File: config.mk
export PLATFORM = sky130hd
export DESIGN_NAME = keyloop_recorder_flat
export DESIGN_NICKNAME = d
export VERILOG_FILES = /design/src/rtl/keyloop_recorder_if.sv /design/src/rtl/keyloop_recorder.sv /design/src/flat_wrapper.sv
export SDC_FILE = /design/constraint.sdc
export NUM_CORES = 1
export LEC_CHECK = 0
export ABC_AREA = 0
export CAP_MARGIN = 40
export CORE_MARGIN = 2
export CORE_UTILIZATION = 55
export DETAILED_ROUTE_END_ITERATION = 6
export PLACE_DENSITY = 0.73
export SYNTH_ARGS = -nofsm -noshare
export SYNTH_HDL_FRONTEND = slang
export SYNTH_SLANG_ARGS = --single-unit
export TNS_END_PERCENT = 5
File: constraint.sdc
create_clock -name clock -period 6.6 [get_ports clock]
set_input_delay 0.66 -clock clock [delete_from_list [all_inputs] [get_ports clock]]
set_output_delay 0.66 -clock clock [all_outputs]
set_load 0.005 [all_outputs]
File: src/rtl/keyloop_recorder_if.sv
`default_nettype none
// ============================================================================
// Module   : keyloop_recorder_if
// Brief    : Control, live-key and status bundle of the key-pattern recorder.
// Revision : 1.0  initial release
// ============================================================================
interface keyloop_recorder_if #(
  parameter int KEY_W  = 4,
  parameter int ADDR_W = 5
);
  logic              go;
  logic              stop;
  logic              loop;
  logic [KEY_W-1:0]  keys;
  logic [1:0]        mode;
  logic              recording;
  logic              playing_back;
  logic [KEY_W-1:0]  play_keys;
  logic [ADDR_W-1:0] slot;
  logic [ADDR_W:0]   rec_len;
  logic              done;

  modport master (
    output go, stop, loop, keys,
    input  mode, recording, playing_back, play_keys, slot, rec_len, done
  );

  modport slave (
    input  go, stop, loop, keys,
    output mode, recording, playing_back, play_keys, slot, rec_len, done
  );
endinterface
`default_nettype wire

File: src/rtl/keyloop_recorder.sv
`default_nettype none
// ============================================================================
// Module   : keyloop_recorder
// Brief    : Samples the key vector once per tick into a slot memory, then
//            replays it one-shot or looped; supports early stop and erase.
// Revision : 1.0  initial release
// ============================================================================
module keyloop_recorder #(
  parameter int KEY_W    = 4,
  parameter int DEPTH    = 32,
  parameter int ADDR_W   = 5,
  parameter int TICK_DIV = 50000000
) (
  input wire logic          clock,
  input wire logic          reset,
  keyloop_recorder_if.slave bus
);

  localparam int                CNT_W       = (TICK_DIV > 1) ? $clog2(TICK_DIV) : 1;
  localparam logic [CNT_W-1:0]  c_tick_last = CNT_W'(TICK_DIV - 1);
  localparam logic [ADDR_W-1:0] c_slot_last = ADDR_W'(DEPTH - 1);
  localparam logic [ADDR_W:0]   c_full_len  = (ADDR_W + 1)'(DEPTH);

  typedef enum logic [2:0] {
    S_IDLE     = 3'd0,
    S_ARM_REC  = 3'd1,
    S_REC      = 3'd2,
    S_READY    = 3'd3,
    S_ARM_PLAY = 3'd4,
    S_PLAY     = 3'd5
  } state_t;

  state_t            r_state;
  state_t            w_state_nxt;
  logic [CNT_W-1:0]  r_cnt;
  logic [CNT_W-1:0]  w_cnt_nxt;
  logic [ADDR_W-1:0] r_slot;
  logic [ADDR_W-1:0] w_slot_nxt;
  logic [ADDR_W:0]   r_rec_len;
  logic [ADDR_W:0]   w_rec_len_nxt;
  logic [KEY_W-1:0]  r_play_keys;
  logic [KEY_W-1:0]  w_play_keys_nxt;
  logic              r_done;
  logic              w_done_nxt;
  logic              w_we;
  logic              w_tick;
  logic              w_last_play;
  logic [KEY_W-1:0]  w_mem_rd;
  logic [1:0]        w_mode;

  logic [KEY_W-1:0]  r_mem [DEPTH];

  assign w_tick      = (r_cnt == c_tick_last);
  assign w_last_play = (({1'b0, r_slot} + (ADDR_W + 1)'(1)) == r_rec_len);
  assign w_mem_rd    = r_mem[r_slot];

  always_ff @(posedge clock or negedge reset) begin
    if (!reset) begin
      r_state <= S_IDLE;
    end else begin
      r_state <= w_state_nxt;
    end
  end

  always_comb begin
    w_state_nxt     = r_state;
    w_cnt_nxt       = '0;
    w_slot_nxt      = r_slot;
    w_rec_len_nxt   = r_rec_len;
    w_play_keys_nxt = '0;
    w_done_nxt      = 1'b0;
    w_we            = 1'b0;

    case (r_state)
      S_IDLE: begin
        if (!bus.go) begin
          w_state_nxt = S_ARM_REC;
        end
      end

      S_ARM_REC: begin
        if (bus.go) begin
          w_state_nxt = S_REC;
          w_slot_nxt  = '0;
          w_cnt_nxt   = '0;
        end
      end

      S_REC: begin
        w_cnt_nxt = w_tick ? '0 : r_cnt + CNT_W'(1);
        // Stop discards the partially sampled slot, even on a tick cycle.
        if (bus.stop) begin
          w_rec_len_nxt = {1'b0, r_slot};
          if (r_slot != '0) begin
            w_state_nxt = S_READY;
            w_done_nxt  = 1'b1;
          end else begin
            w_state_nxt = S_IDLE;
          end
        end else if (w_tick) begin
          w_we = 1'b1;
          if (r_slot == c_slot_last) begin
            w_rec_len_nxt = c_full_len;
            w_done_nxt    = 1'b1;
            w_state_nxt   = S_READY;
          end else begin
            w_slot_nxt = r_slot + ADDR_W'(1);
          end
        end
      end

      S_READY: begin
        if (bus.stop) begin
          w_state_nxt   = S_IDLE;
          w_rec_len_nxt = '0;
        end else if (!bus.go) begin
          w_state_nxt = S_ARM_PLAY;
        end
      end

      S_ARM_PLAY: begin
        if (bus.go) begin
          w_state_nxt = S_PLAY;
          w_slot_nxt  = '0;
          w_cnt_nxt   = '0;
        end
      end

      S_PLAY: begin
        w_cnt_nxt       = w_tick ? '0 : r_cnt + CNT_W'(1);
        w_play_keys_nxt = w_mem_rd;
        if (bus.stop) begin
          w_state_nxt     = S_READY;
          w_play_keys_nxt = '0;
        end else if (w_tick) begin
          if (w_last_play) begin
            if (bus.loop) begin
              w_slot_nxt = '0;
            end else begin
              w_state_nxt     = S_READY;
              w_done_nxt      = 1'b1;
              w_play_keys_nxt = '0;
            end
          end else begin
            w_slot_nxt = r_slot + ADDR_W'(1);
          end
        end
      end

      default: begin
        w_state_nxt = S_IDLE;
      end
    endcase
  end

  always_ff @(posedge clock or negedge reset) begin
    if (!reset) begin
      r_cnt       <= '0;
      r_slot      <= '0;
      r_rec_len   <= '0;
      r_play_keys <= '0;
      r_done      <= 1'b0;
    end else begin
      r_cnt       <= w_cnt_nxt;
      r_slot      <= w_slot_nxt;
      r_rec_len   <= w_rec_len_nxt;
      r_play_keys <= w_play_keys_nxt;
      r_done      <= w_done_nxt;
    end
  end

  // Pattern memory is never reset; rec_len bounds what playback may read.
  always_ff @(posedge clock) begin
    if (w_we) begin
      r_mem[r_slot] <= bus.keys;
    end
  end

  always_comb begin
    w_mode = 2'b00;
    case (r_state)
      S_REC:   w_mode = 2'b01;
      S_PLAY:  w_mode = 2'b10;
      S_READY: w_mode = 2'b11;
      default: w_mode = 2'b00;
    endcase
  end

  assign bus.mode         = w_mode;
  assign bus.recording    = (r_state == S_REC);
  assign bus.playing_back = (r_state == S_PLAY);
  assign bus.play_keys    = r_play_keys;
  assign bus.slot         = r_slot;
  assign bus.rec_len      = r_rec_len;
  assign bus.done         = r_done;

endmodule
`default_nettype wire

File: src/flat_wrapper.sv
// flat-port wrapper written by rule: the top's interface ports become plain ports
module keyloop_recorder_flat 
#(
  parameter int KEY_W    = 4,
  parameter int DEPTH    = 32,
  parameter int ADDR_W   = 5,
  parameter int TICK_DIV = 50000000
)
  (clock, reset, bus_go, bus_stop, bus_loop, bus_keys, bus_mode, bus_recording, bus_playing_back, bus_play_keys, bus_slot, bus_rec_len, bus_done);
  keyloop_recorder_if #(.KEY_W(KEY_W), .ADDR_W(ADDR_W)) bus_i ();
  input wire logic clock;
  input wire logic reset;
  input wire logic [$bits(bus_i.go)-1:0] bus_go;
  input wire logic [$bits(bus_i.stop)-1:0] bus_stop;
  input wire logic [$bits(bus_i.loop)-1:0] bus_loop;
  input wire logic [$bits(bus_i.keys)-1:0] bus_keys;
  output wire logic [$bits(bus_i.mode)-1:0] bus_mode;
  output wire logic [$bits(bus_i.recording)-1:0] bus_recording;
  output wire logic [$bits(bus_i.playing_back)-1:0] bus_playing_back;
  output wire logic [$bits(bus_i.play_keys)-1:0] bus_play_keys;
  output wire logic [$bits(bus_i.slot)-1:0] bus_slot;
  output wire logic [$bits(bus_i.rec_len)-1:0] bus_rec_len;
  output wire logic [$bits(bus_i.done)-1:0] bus_done;
  assign bus_i.go = bus_go;
  assign bus_i.stop = bus_stop;
  assign bus_i.loop = bus_loop;
  assign bus_i.keys = bus_keys;
  assign bus_mode = bus_i.mode;
  assign bus_recording = bus_i.recording;
  assign bus_playing_back = bus_i.playing_back;
  assign bus_play_keys = bus_i.play_keys;
  assign bus_slot = bus_i.slot;
  assign bus_rec_len = bus_i.rec_len;
  assign bus_done = bus_i.done;
  keyloop_recorder #(.KEY_W(KEY_W), .DEPTH(DEPTH), .ADDR_W(ADDR_W), .TICK_DIV(TICK_DIV)) u_core (.clock(clock), .reset(reset), .bus(bus_i));
endmodule
# Yosys cells after proc, flatten, opt, wreduce, memory -nomap -nowiden
# Memory sizes are Yosys's and may differ from the RTL's.
# Index checks and enable logic that the tools add are counted.
[word_totals]
reg_bits = 45
mem_bits_rw = 128
word_cells = 94
memories = 1
[mem_list]
columns = ["memory", "depth", "word_bits", "read_ports", "rd_clocked_by_memory_dff", "write_ports", "line_no", "rtl"]
rows = [
  ["u_core.r_mem", 32, 4, 1, 0, 1, "keyloop_recorder.sv:51", "logic [KEY_W-1:0] r_mem [DEPTH];"],
]
[classes]
addsub = 3
n_eq_ne = 25
muxes = 50
reduce_logical = 9
[ops]
columns = ["cell", "n"]
rows = [
  ["$mux W26", 2],
  ["$mux W5", 8],
  ["$mux W3", 12],
  ["$add A26 B1 Y26 const B", 1],
  ["$eq A26 B26 Y1 const B", 1],
  ["$mux W6", 4],
  ["$mux W4", 5],
  ["$pmux W3 S6", 1],
  ["$pmux W5 S3", 1],
  ["$ne A2 B2 Y1 const B", 7],
  ["$mux W1", 13],
  ["$ne A3 B2 Y1 const B", 4],
  ["$pmux W6 S2", 1],
  ["$ne A3 B3 Y1 const B", 3],
  ["$reduce_and A9 Y1", 1],
  ["$reduce_and A8 Y1", 1],
  ["$add A5 B1 Y6 const B", 1],
  ["$eq A3 B2 Y1 const B", 2],
  ["$eq A3 B3 Y1 const B", 2],
  ["$eq A6 B6 Y1", 1],
  ["$ne A2 B1 Y1 const B", 3],
  ["$pmux W2 S3", 1],
  ["$add A5 B1 Y5 const B", 1],
  ["$eq A5 B5 Y1 const B", 1],
  ["other kinds (9)", 10],
]

# Depth between registers and ports, before layout
# Gate-level depths: netlist of the first run.
[depth]
word_depth = 6
ltp_mapped = 10

# Worst setup path before layout of the first run
# Ideal clock, no wire load.
[synth_path]
path_kind = "register to register"
start = "register u_core.r_slot[1] (netlist: u_core.bus.slot[1])"
end = "register u_core.r_slot[2] (netlist: u_core.bus.slot[2])"
setup_time_ps = 122
arrival_ps = 2424
required_ps = 6478
setup_slack_ps = 4054
stages_incl_launch_ff = 11
n_path_buf = 2
period_less_slack_ps = 2546
cell_sequence = "dfrtp_1 > clkbuf_1 > buf_1 > inv_1 > ha_1 > xnor2_1 > nand3_1 > nor2_1 > a21oi_2 > o21a_2 > a32o_1"
[synth_between]
elab_chain_cells = 6
word_cells_on_any_way = 14
classes_between = "2 x add/sub; 4 x eq/ne; 7 x mux; 1 x reduce/logical"
[synth_lines]
columns = ["item", "line_no", "rtl"]
rows = [
  ["from (decl)", "keyloop_recorder.sv:37", "logic [ADDR_W-1:0] r_slot;"],
  ["from (signal assigned)", "keyloop_recorder.sv:165", "r_slot <= w_slot_nxt;"],
  ["$add A5 B1 Y6", "keyloop_recorder.sv:54", "assign w_last_play = (({1'b0, r_slot} + (ADDR_W + 1)'(1)) == r_rec_len);"],
  ["$eq A6 B6 Y1", "keyloop_recorder.sv:54", ""],
  ["$mux W5", "keyloop_recorder.sv:136", "if (w_last_play) begin"],
  ["$mux W5", "keyloop_recorder.sv:135", "end else if (w_tick) begin"],
  ["$mux W5", "keyloop_recorder.sv:132", "if (bus.stop) begin"],
  ["$pmux W5 S3", "keyloop_recorder.sv:74", "case (r_state)"],
]
# Parallel ways exist; a longest one is shown, timed or not. The select of a mux whose other input is x is not followed.
# A chain may end at the register's enable or synchronous reset.

# Worst setup path in the final report of the first run
[layout_path]
start = "register u_core.r_slot[0] (netlist: u_core.bus.slot[0])"
end = "register u_core.r_play_keys[2] (netlist: u_core.bus.play_keys[2])"
[layout_between]
elab_chain_cells = 6
word_cells_on_any_way = 8
classes_between = "1 x add/sub; 1 x eq/ne; 5 x mux; 1 x memory"
[layout_lines]
columns = ["item", "line_no", "rtl"]
rows = [
  ["$add A5 B1 Y6 or $mem_v2 Z32 W4 (tied branches)", "--", ""],
  ["$eq A6 B6 Y1 or $mux W4 (tied branches)", "keyloop_recorder.sv:54, keyloop_recorder.sv:137", ""],
  ["$mux W4", "keyloop_recorder.sv:136", ""],
  ["$mux W4 (*)", "keyloop_recorder.sv:135", ""],
  ["$mux W4 (*)", "keyloop_recorder.sv:132", ""],
  ["$mux W4 (*)", "keyloop_recorder.sv:74", ""],
  ["via u_core.w_play_keys_nxt[2]", "keyloop_recorder.sv:42", "logic [KEY_W-1:0] w_play_keys_nxt;"],
  ["to (signal assigned)", "keyloop_recorder.sv:167", "r_play_keys <= w_play_keys_nxt;"],
  ["to (decl)", "keyloop_recorder.sv:41", "logic [KEY_W-1:0] r_play_keys;"],
]
# Mark *: on every way through the listed nets, which the timed path passes. The rest lies on a longest branch.

==> impl_metrics.toml, run 1 <==
[run_status]
status = "completed"

[yosys]
yosys.cell_count.top_type = "edfxtp_1"
ys_seq_area_share_pct = 65.8
yosys_warnings = 0
synth.area.top_cells = "edfxtp_1 (51%), dfrtp_1 (15%), mux4_2 (9.5%), nor2_1 (3.5%), xor2_1 (2.2%)"
synth_ff_type = "edfxtp_1"
synth_cells = 517
syn_area_um2 = 7560
synth_top_cell_area_share_pct = 50.9
synth_fp_nets = 533
synth_edf_count = 128
synthArstFlopShare_pct = 26.0
synthTopCellsByCount = "edfxtp_1 (128), nor2_1 (70), dfrtp_1 (45)"
syn_avg_cell_area_um2 = 14.6
yosysTopAreaCell = "edfxtp_1"
synth_seq_cells = 173
ys_types = 54

[clock_network]
root_buffer = "clkbuf_16"
clockBufferDepth = 2
h-tree-depth = 4
clock_latency_ns = 0.44
numCtsBuffers = 17
cts_resized = 0
clock_sinks = 173
cts_hold_buf = 0
clk_pin_slew_worst_paths_ns = 0.07
cts_tree = "done"
postCtsSetupBuffers = 0

[floorplan]
start_util_pct = 56.6
ios = 29
die_w_um = 121
die_area_um2 = 14700
die_h_um = 121
num_rows = 42
core_area_um2 = 13300

[layout]
area_delta_synth_final_pct = 15.9
design_area_um2 = 8760
layout.nets = 567
num_antenna_cells = 0
layout-drive-gt1-share_pct = 15.6

[routing]
drc = 0
ant_nets = 0
firstDrtPassIters = 6
drt_wl_total_um = 15200
vias = 4424
wl_per_cell_um = 20.6
drtIter0Drc = 419
via_per_inst = 5.98

[placement]
dpl_cell_area_um2 = 8100
io_buffers = 28
routabilityCongestion = 0.859
dpl.hpwl_um = 10100

[grt]
grt_max_degree = 38
grt_overflow = 0
grt_pass1_vias = 4489
grt_pass1_wl_um = 24400
antenna_found_initial = 0
grt_usage_pct = 22.5

[critical_path]
cp-start-kind = "flop"
end_kind = "flop"
crit_type = "reg2reg"
cp-startpoint = "u_core.bus.slot[0]$_DFFE_PN0P_"
reg2reg_from = "u_core.bus.slot[0]$_DFFE_PN0P_"
cp_data_arrival_time_ns = 3.37
cp_max_fo = 33
required_ns = 6.90

[sta]
finalHoldViolations = 0
max-slew-margin-rel_pct = 43.3
worst_slew_pin_slew_ns = 0.843
finalClockSkew_ns = 0.0132
rsz0062_at_grt = "no"
setup_viol = 0
timing.fmax_mhz = 326
period_needed_ns = 3.07
setup_tns_ns = 0
drv_slew = 0
min_period_over_period_pct = 46.5

[power]
p_per_area_nw_per_um2 = 384
cellLeakagePower_nw = 3.05
ir_drop_mv = 0.221

[min_path]
min_path_type = "in2async"

[flow_run]
drv_cap = 0
[placed cells by master, fill, tap and decap left out, types with 10 or more instances in the layout]
master             n
nor3_1            11
edfxtp_1         128
clkbuf_16         17
nand4_1           10
inv_1             19
nand3_1           18
mux4_2            32
o21ai_0           13
nand2_1           21
xor2_1            19
xnor2_1           13
clkdlybuf4s50_1   27
dfrtp_1           44
nor2_1            70
[final cells by class]
type | count | area [um2]
sequential | 173 | 4970
inverter | 20 | 75.1
timing repair buffer | 36 | 410
clock inverter | 15 | 233
multi-input combinational | 303 | 2420
fill | 938 | 4590
clock buffer | 17 | 425
tap | 176 | 220
[path summary, 6_finish.rpt]
kind                                                          end  cells past startpoint  slack [ns]
worst min register to register          u_core.r_cnt[0]$_DFF_PN0_                      1        0.48
worst min-delay path            u_core.bus.rec_len[4]$_DFFE_PN0P_                      1        0.11
max in group asynchronous               u_core.r_cnt[1]$_DFF_PN0_                      2        6.02
min in group clock                      u_core.r_cnt[0]$_DFF_PN0_                      1        0.48
worst max-delay path            u_core.bus.play_keys[2]$_DFF_PN0_                     10        3.53
worst max register to register  u_core.bus.play_keys[2]$_DFF_PN0_                     10        3.53
[registers in the layout, summed over array words and instances, names as in the netlist]
| name | flops |
|---|---|
| u_core.bus.slot | 5 |
| u_core.bus.rec_len | 6 |
| u_core.bus.play_keys | 4 |
| u_core.r_cnt | 26 |
| u_core.r_mem | 128 |
| u_core.bus.done | 1 |
| u_core.r_state | 3 |
[kinds of logic after synthesis]
group	count (synthesis)	synth area share, %
AO/OA/AOI/OAI	59	5.65
XOR/XNOR	32	3.71
adder cells (fa/ha/maj)	7	1.16
buffers and inverters	41	2.14
flip-flops	173	65.8
multiplexers	36	10.1
AND/OR/NAND/NOR	169	11.5
[report_power, final]
part	switching, mW	leakage [nW]	internal [mW]
Clock	0.447	0.317	0.650
Sequential	0.106	1.75	1.22
Combinational	0.503	0.982	0.446
[worst max-delay path, stage by stage, from the launching register on]
cell and delay (ns):
dfrtp_2 0.47, buf_4 0.55, ha_1 0.33, and3_1 0.17
ha_1 0.25, xnor2_1 0.17, nand3_1 0.11, nor2_1 0.26
nand2_1 0.12, o21ai_0 0.41, a21oi_1 0.09
[layer usage]
layer,share of wire (%),track usage (%),wire (um)
met3,5.5,6.06,842
met2,49,35.3,7410
met1,44,30.9,6730
met4,1.4,7.47,219
met5,0,0,0
[metrics by stage]
step / cells / utilization, % / worst slack (ns) / hold slack (ns) / total power [mW]
2_1_floorplan: 517 / - / 4.05 / 0.364 / 1.98
3_3_place_gp: 702 / 59.8 / 3.63 / 0.464 / 2.25
3_5_place_dp: 708 / 60.7 / 3.54 / 0.478 / 2.28
4_1_cts: 740 / 65.6 / 3.52 / 0.0992 / 3.37
5_1_grt: 740 / 65.6 / 3.17 / 0.105 / 3.52
6_report: 740 / 65.6 / 3.53 / 0.106 / 3.37
No activity file was read; power rests on OpenSTA's default activity.
==> run 2: changes to the inputs <==
==> constraint.sdc (replaced) <==
create_clock -name clock -period 3.15 [get_ports clock]
set_input_delay 0.315 -clock clock [delete_from_list [all_inputs] [get_ports clock]]
set_output_delay 0.315 -clock clock [all_outputs]
set_load 0.005 [all_outputs]
==> run 2 against run 1 <==
Combinational power is 120% higher. Worst setup slack worse by 3.3 ns. Via count up 3.3%. Worst hold slack better by 0.17 ns. Power increased by 100%. Sequential share of layout area grew 0.70 points. Die area stayed put. Maximum frequency is 6.2% higher. Critical path depth is 3 lower. Utilization decreased by 0.80 points. Cell area decreased by 1.2%. Highest routed layer unchanged.
==> impl_metrics.toml, run 2 (synthesized netlist as in run 1, its figures left out) <==
[critical_path]
r2r_slack_ns = 0.26
ff2ff_path_depth = 7
crit_type = "reg2reg"
end_kind = "flop"
cp_max_fo = 8
cp-startpoint = "u_core.r_cnt[0]$_DFF_PN0_"
worstSetupEndpoint = "u_core.r_mem[1][2]$_DFFE_PP_"
reg2reg_from = "u_core.r_cnt[0]$_DFF_PN0_"
r2r_end = "u_core.r_mem[1][2]$_DFFE_PP_"
cp-start-kind = "flop"
cp_data_arrival_time_ns = 2.97
required_ns = 3.23

[placement]
dpl.hpwl_um = 10300
routabilityCongestion = 0.849
dp.cells = 715
io_buffers = 28

[grt]
grt_overflow = 0
grt_usage_pct = 23.2
grt_pass1_wl_um = 25100
grt_pass1_vias = 4570
antenna_found_initial = 0
grt_max_degree = 39

[floorplan]
core_area_um2 = 13300
num_rows = 42
die_area_um2 = 14700
start_util_pct = 56.6
die_w_um = 121
ios = 29
die_h_um = 121

[sta]
max-slew-margin-rel_pct = 45.7
timing.fmax_mhz = 346
rsz0062_at_grt = "no"
finalHoldViolations = 0
min_period_over_period_pct = 91.8
finalClockSkew_ns = 0.0106
setup_tns_ns = 0
period_needed_ns = 2.89
setup_viol = 0
drv_slew = 0
worst_slew_pin_slew_ns = 0.809

[routing]
ant_nets = 0
wl_per_cell_um = 21.4
firstDrtPassIters = 5
drtIter0Drc = 467
vias = 4568
via_per_inst = 6.11
drc = 0
drt_wl_total_um = 16000

[clock_network]
numCtsBuffers = 17
clock_latency_ns = 0.43
h-tree-depth = 4
clock_sinks = 173
cts_resized = 0
cts_tree = "done"
clk_pin_slew_worst_paths_ns = 0.07
root_buffer = "clkbuf_16"
clockBufferDepth = 2

[layout]
layout-drive-gt1-share_pct = 15.9
largest_reg_flops = 128
instances_no_fill = 748
largest-register = "u_core.r_mem"
num_antenna_cells = 0
layout_common_cells = "edfxtp_1 (128), nor2_1 (70), dfrtp_1 (44), mux4_2 (32), clkdlybuf4s50_1 (27)"
area_delta_synth_final_pct = 14.5
final_common_cell = "edfxtp_1"
layout.nets = 575

[flow_run]
drv_cap = 0

[power]
clockPowerShare_pct = 29.1
ir_drop_mv = 0.510
swShare_pct = 31.8
pwr-share-comb_pct = 30.3
cellLeakagePower_nw = 3.02
power_frac_seq_pct = 40.6
power.switching_mw = 2.14
p_per_area_nw_per_um2 = 777
internal_power_mw = 4.59

[run_status]
status = "completed"

[min_path]
min_path_type = "in2async"
run 2: cell types whose count changed in the layout (fill, tap and decap cells not counted):
cell / delta
clkinvlp_4: +1
buf_16: -2
bufinv_16: -3
buf_8: -3
clkinv_2: +2
clkinv_1: +1
clkinv_4: -1
clkinv_8: -2
clkbuf_1: +3
buf_4: +11
buf_6: +1
dlygate4sd3_1: +1
inv_8: -1
run 2: critical path, stage by stage, from the launching register on:
cell and delay, ns:
dfrtp_1 0.38, ha_1 0.22, and4_4 0.27, nand3_4 0.10, or4_4 0.56, nor3_4 0.42
nand2_4 0.22, nor2_1 0.37
run 2: cell type report:
type	instances	area, um2
sequential	173	4970
fill	958	4690
multi-input combinational	303	2420
clock buffer	20	437
timing repair buffer	44	414
tap	176	220
clock inverter	12	111
inverter	20	75.1
run 2: timing repair:
| item | CTS | global route |
|---|---|---|
| hold endpoints to repair | 11 | 0 |
| setup buffers | 0 | 0 |
| hold buffers | 1 | 0 |
run 2: through the flow:
stage	hold WS (ns)	power (mW)	utilization (%)	setup WS, ns	area (um2)
final	0.272	6.73	64.8	0.260	8650
after global routing	0.307	7.02	64.8	0.151	8650
after CTS	0.258	6.75	64.8	0.267	8650
after detailed placement	0.176	4.79	60.6	0.310	8100
after global placement	0.459	4.74	60.4	0.430	8060
after floorplan	0.0194	4.15	-	0.604	7560
run 2: power groups by stage:
stage	sequential, mW	combinational (mW)	clock [mW]
2_1_floorplan	2.67	1.48	0
3_3_place_gp	2.76	1.97	0
3_5_place_dp	2.77	2.02	0
4_1_cts	2.72	2.04	1.99
5_1_grt	2.74	2.21	2.07
6_report	2.73	2.04	1.96
run 2: layer usage:
metal	GRT usage [%]	share of wire (%)	vias to the layer above
li1	-	-	2045
met1	30.9	42	2281
met2	36.4	47	203
met3	5.83	7.8	39
met4	10.4	3.0	0
met5	0	0	-
run 2: worst min path at each step:
stage | from | slack, ns | end | cells after the start
5_1_grt | reset | 0.31 | u_core.bus.slot[3]$_DFFE_PN0P_ | 2
3_3_place_gp | u_core.r_cnt[0]$_DFF_PN0_ | 0.46 | u_core.r_cnt[0]$_DFF_PN0_ | 1
3_5_place_dp | reset | 0.18 | u_core.bus.rec_len[2]$_DFFE_PN0P_ | 1
2_1_floorplan | reset | 0.02 | u_core.bus.done$_DFF_PN0_ | 0
6_report | reset | 0.27 | u_core.bus.slot[3]$_DFFE_PN0P_ | 2
4_1_cts | reset | 0.26 | u_core.bus.slot[3]$_DFFE_PN0P_ | 2
==> run 3: changes to the inputs <==
--- a/config.mk
+++ b/config.mk
@@ -9,6 +9,7 @@
 export CAP_MARGIN = 40
 export CORE_MARGIN = 2
 export CORE_UTILIZATION = 55
+export CTS_BUF_LIST = sky130_fd_sc_hd__clkbuf_8
 export DETAILED_ROUTE_END_ITERATION = 6
 export PLACE_DENSITY = 0.73
 export SYNTH_ARGS = -nofsm -noshare
==> run 3 against run 2 <==
Power fell by 8.3%. Clock power is 28% lower. Sequential share of layout area grew 1.3 points. Worst setup slack better by 0.058 ns. First-iteration DRC count decreased by 6.9%. Count of clock-buffer cells in the layout down 3. Via count is 1.1% lower. Maximum frequency grew 2.1%. Cell count unchanged. Highest routed layer unchanged. Cell area decreased by 2.2%. Wire length fell by 3.0%.
==> impl_metrics.toml, run 3 (synthesized netlist as in run 1, its figures left out) <==
[layout]
area_delta_synth_final_pct = 12.0
layout-drive-gt1-share_pct = 15.9
fin_util_pct = 63.4
fillers = 991
num_antenna_cells = 0
largest-register = "u_core.r_mem"
final_common_cell = "edfxtp_1"
layout_common_cells = "edfxtp_1 (128), nor2_1 (70), dfrtp_1 (44), mux4_2 (32), clkdlybuf4s50_1 (27)"
layout.nets = 575
largest_reg_flops = 128

[clock_network]
postCtsSetupBuffers = 0
cts_tree = "done"
clock_sinks = 173
clock_latency_ns = 0.46
h-tree-depth = 4
numCtsBuffers = 17
clk_pin_slew_worst_paths_ns = 0.09
clockBufferDepth = 2
root_buffer = "clkbuf_8"

[sta]
rsz0062_at_grt = "no"
timing.fmax_mhz = 353
finalClockSkew_ns = 0.0143
worst_slew_pin_slew_ns = 0.806
layout_setup_ws_ns = 0.318
setup_viol = 0
setup_tns_ns = 0
max-slew-margin-rel_pct = 45.7
period_needed_ns = 2.83
finalHoldViolations = 0
drv_slew = 0
min_period_over_period_pct = 89.9

[critical_path]
cp-start-kind = "flop"
cp_data_arrival_time_ns = 2.96
crit_type = "reg2reg"
ff2ff_path_depth = 7
required_ns = 3.27
r2r_slack_ns = 0.32
end_kind = "flop"
cp_max_fo = 8

[placement]
place_ws_ns = 0.310
io_buffers = 28
routabilityCongestion = 0.849
dpl.hpwl_um = 10300

[floorplan]
die_w_um = 121
num_rows = 42
start_util_pct = 56.6
die_area_um2 = 14700
ios = 29
core_area_um2 = 13300
die_h_um = 121

[power]
ir_drop_mv = 0.447
p_per_area_nw_per_um2 = 729
cellLeakagePower_nw = 2.94

[flow_run]
drv_cap = 0

[routing]
drtIter0Drc = 435
firstDrtPassIters = 5
wl_per_cell_um = 20.8
ant_nets = 0
vias = 4517
via_per_inst = 6.04
drt_wl_total_um = 15500
drc = 0

[grt]
grt_pass1_vias = 4522
grt_overflow = 0
grt_pass1_wl_um = 24600
grt_max_degree = 39
grt_usage_pct = 22.6
antenna_found_initial = 0

[min_path]
min_path_type = "in2async"

[run_status]
status = "completed"
==> run 3: cell types whose count changed in the layout (fill, tap and decap cells not counted), sizes merged <==
cell and change:
clkbuf -3, inv +3
==> run 3: path summary, 6_finish.rpt <==
kind / from / endpoint
setup / recovery: u_core.r_cnt[0]$_DFF_PN0_ / u_core.r_mem[20][1]$_DFFE_PP_
hold / removal: reset / u_core.bus.slot[3]$_DFFE_PN0P_
setup reg to reg: u_core.r_cnt[0]$_DFF_PN0_ / u_core.r_mem[20][1]$_DFFE_PP_
hold reg to reg: u_core.r_cnt[0]$_DFF_PN0_ / u_core.r_cnt[0]$_DFF_PN0_
max in group asynchronous: reset / u_core.bus.play_keys[1]$_DFF_PN0_
min in group clock: u_core.r_cnt[0]$_DFF_PN0_ / u_core.r_cnt[0]$_DFF_PN0_
==> run 3: critical path: stages (launching register included) <==
cell     delay (ns)
dfrtp_1        0.39
ha_1           0.22
and4_4         0.27
nand3_4        0.10
or4_4          0.56
nor3_4         0.42
nand2_4        0.20
nor2_1         0.34
==> run 3: where the power goes <==
group	internal [mW]	switching (mW)
Combinational	0.943	1.09
Clock	0.625	0.790
Sequential	2.54	0.179
==> run 3: layer usage <==
metal | vias up | global-route usage [%] | routed length [um] | part of all wire (%)
met4 | 0 | 9.27 | 340 | 2.2
met1 | 2243 | 31.2 | 6620 | 43
met3 | 27 | 5.64 | 1130 | 7.3
li1 | 2041 | - | - | -
met2 | 206 | 34.7 | 7450 | 48
met5 | - | 0 | 0 | 0
==> run 3: what timing repair did <==
| item | CTS | global route |
|---|---|---|
| gates resized for setup | 0 | 0 |
| endpoints found under the setup margin | 0 | 0 |
| hold buffers | 1 | 0 |
| hold endpoints to repair | 45 | 0 |
==> run 3: final cells by class <==
cell class	count	area (um2)	share of cell area, %
inverter	20	75.1	0.887
sequential	173	4970	58.7
clock inverter	15	123	1.45
tap	176	220	2.60
multi-input combinational	303	2420	28.7
clock buffer	17	234	2.77
timing repair buffer	44	414	4.89
==> run 3: stage by stage <==
stage               instances  hold slack (ns)  area (um2)  total power, mW
floorplan                 517           0.0194        7560             4.15
global placement          713            0.459        8060             4.74
detailed placement        715            0.176        8100             4.79
CTS                       748            0.211        8460             6.19
global route              748            0.253        8460             6.48
finish                    748            0.236        8460             6.17
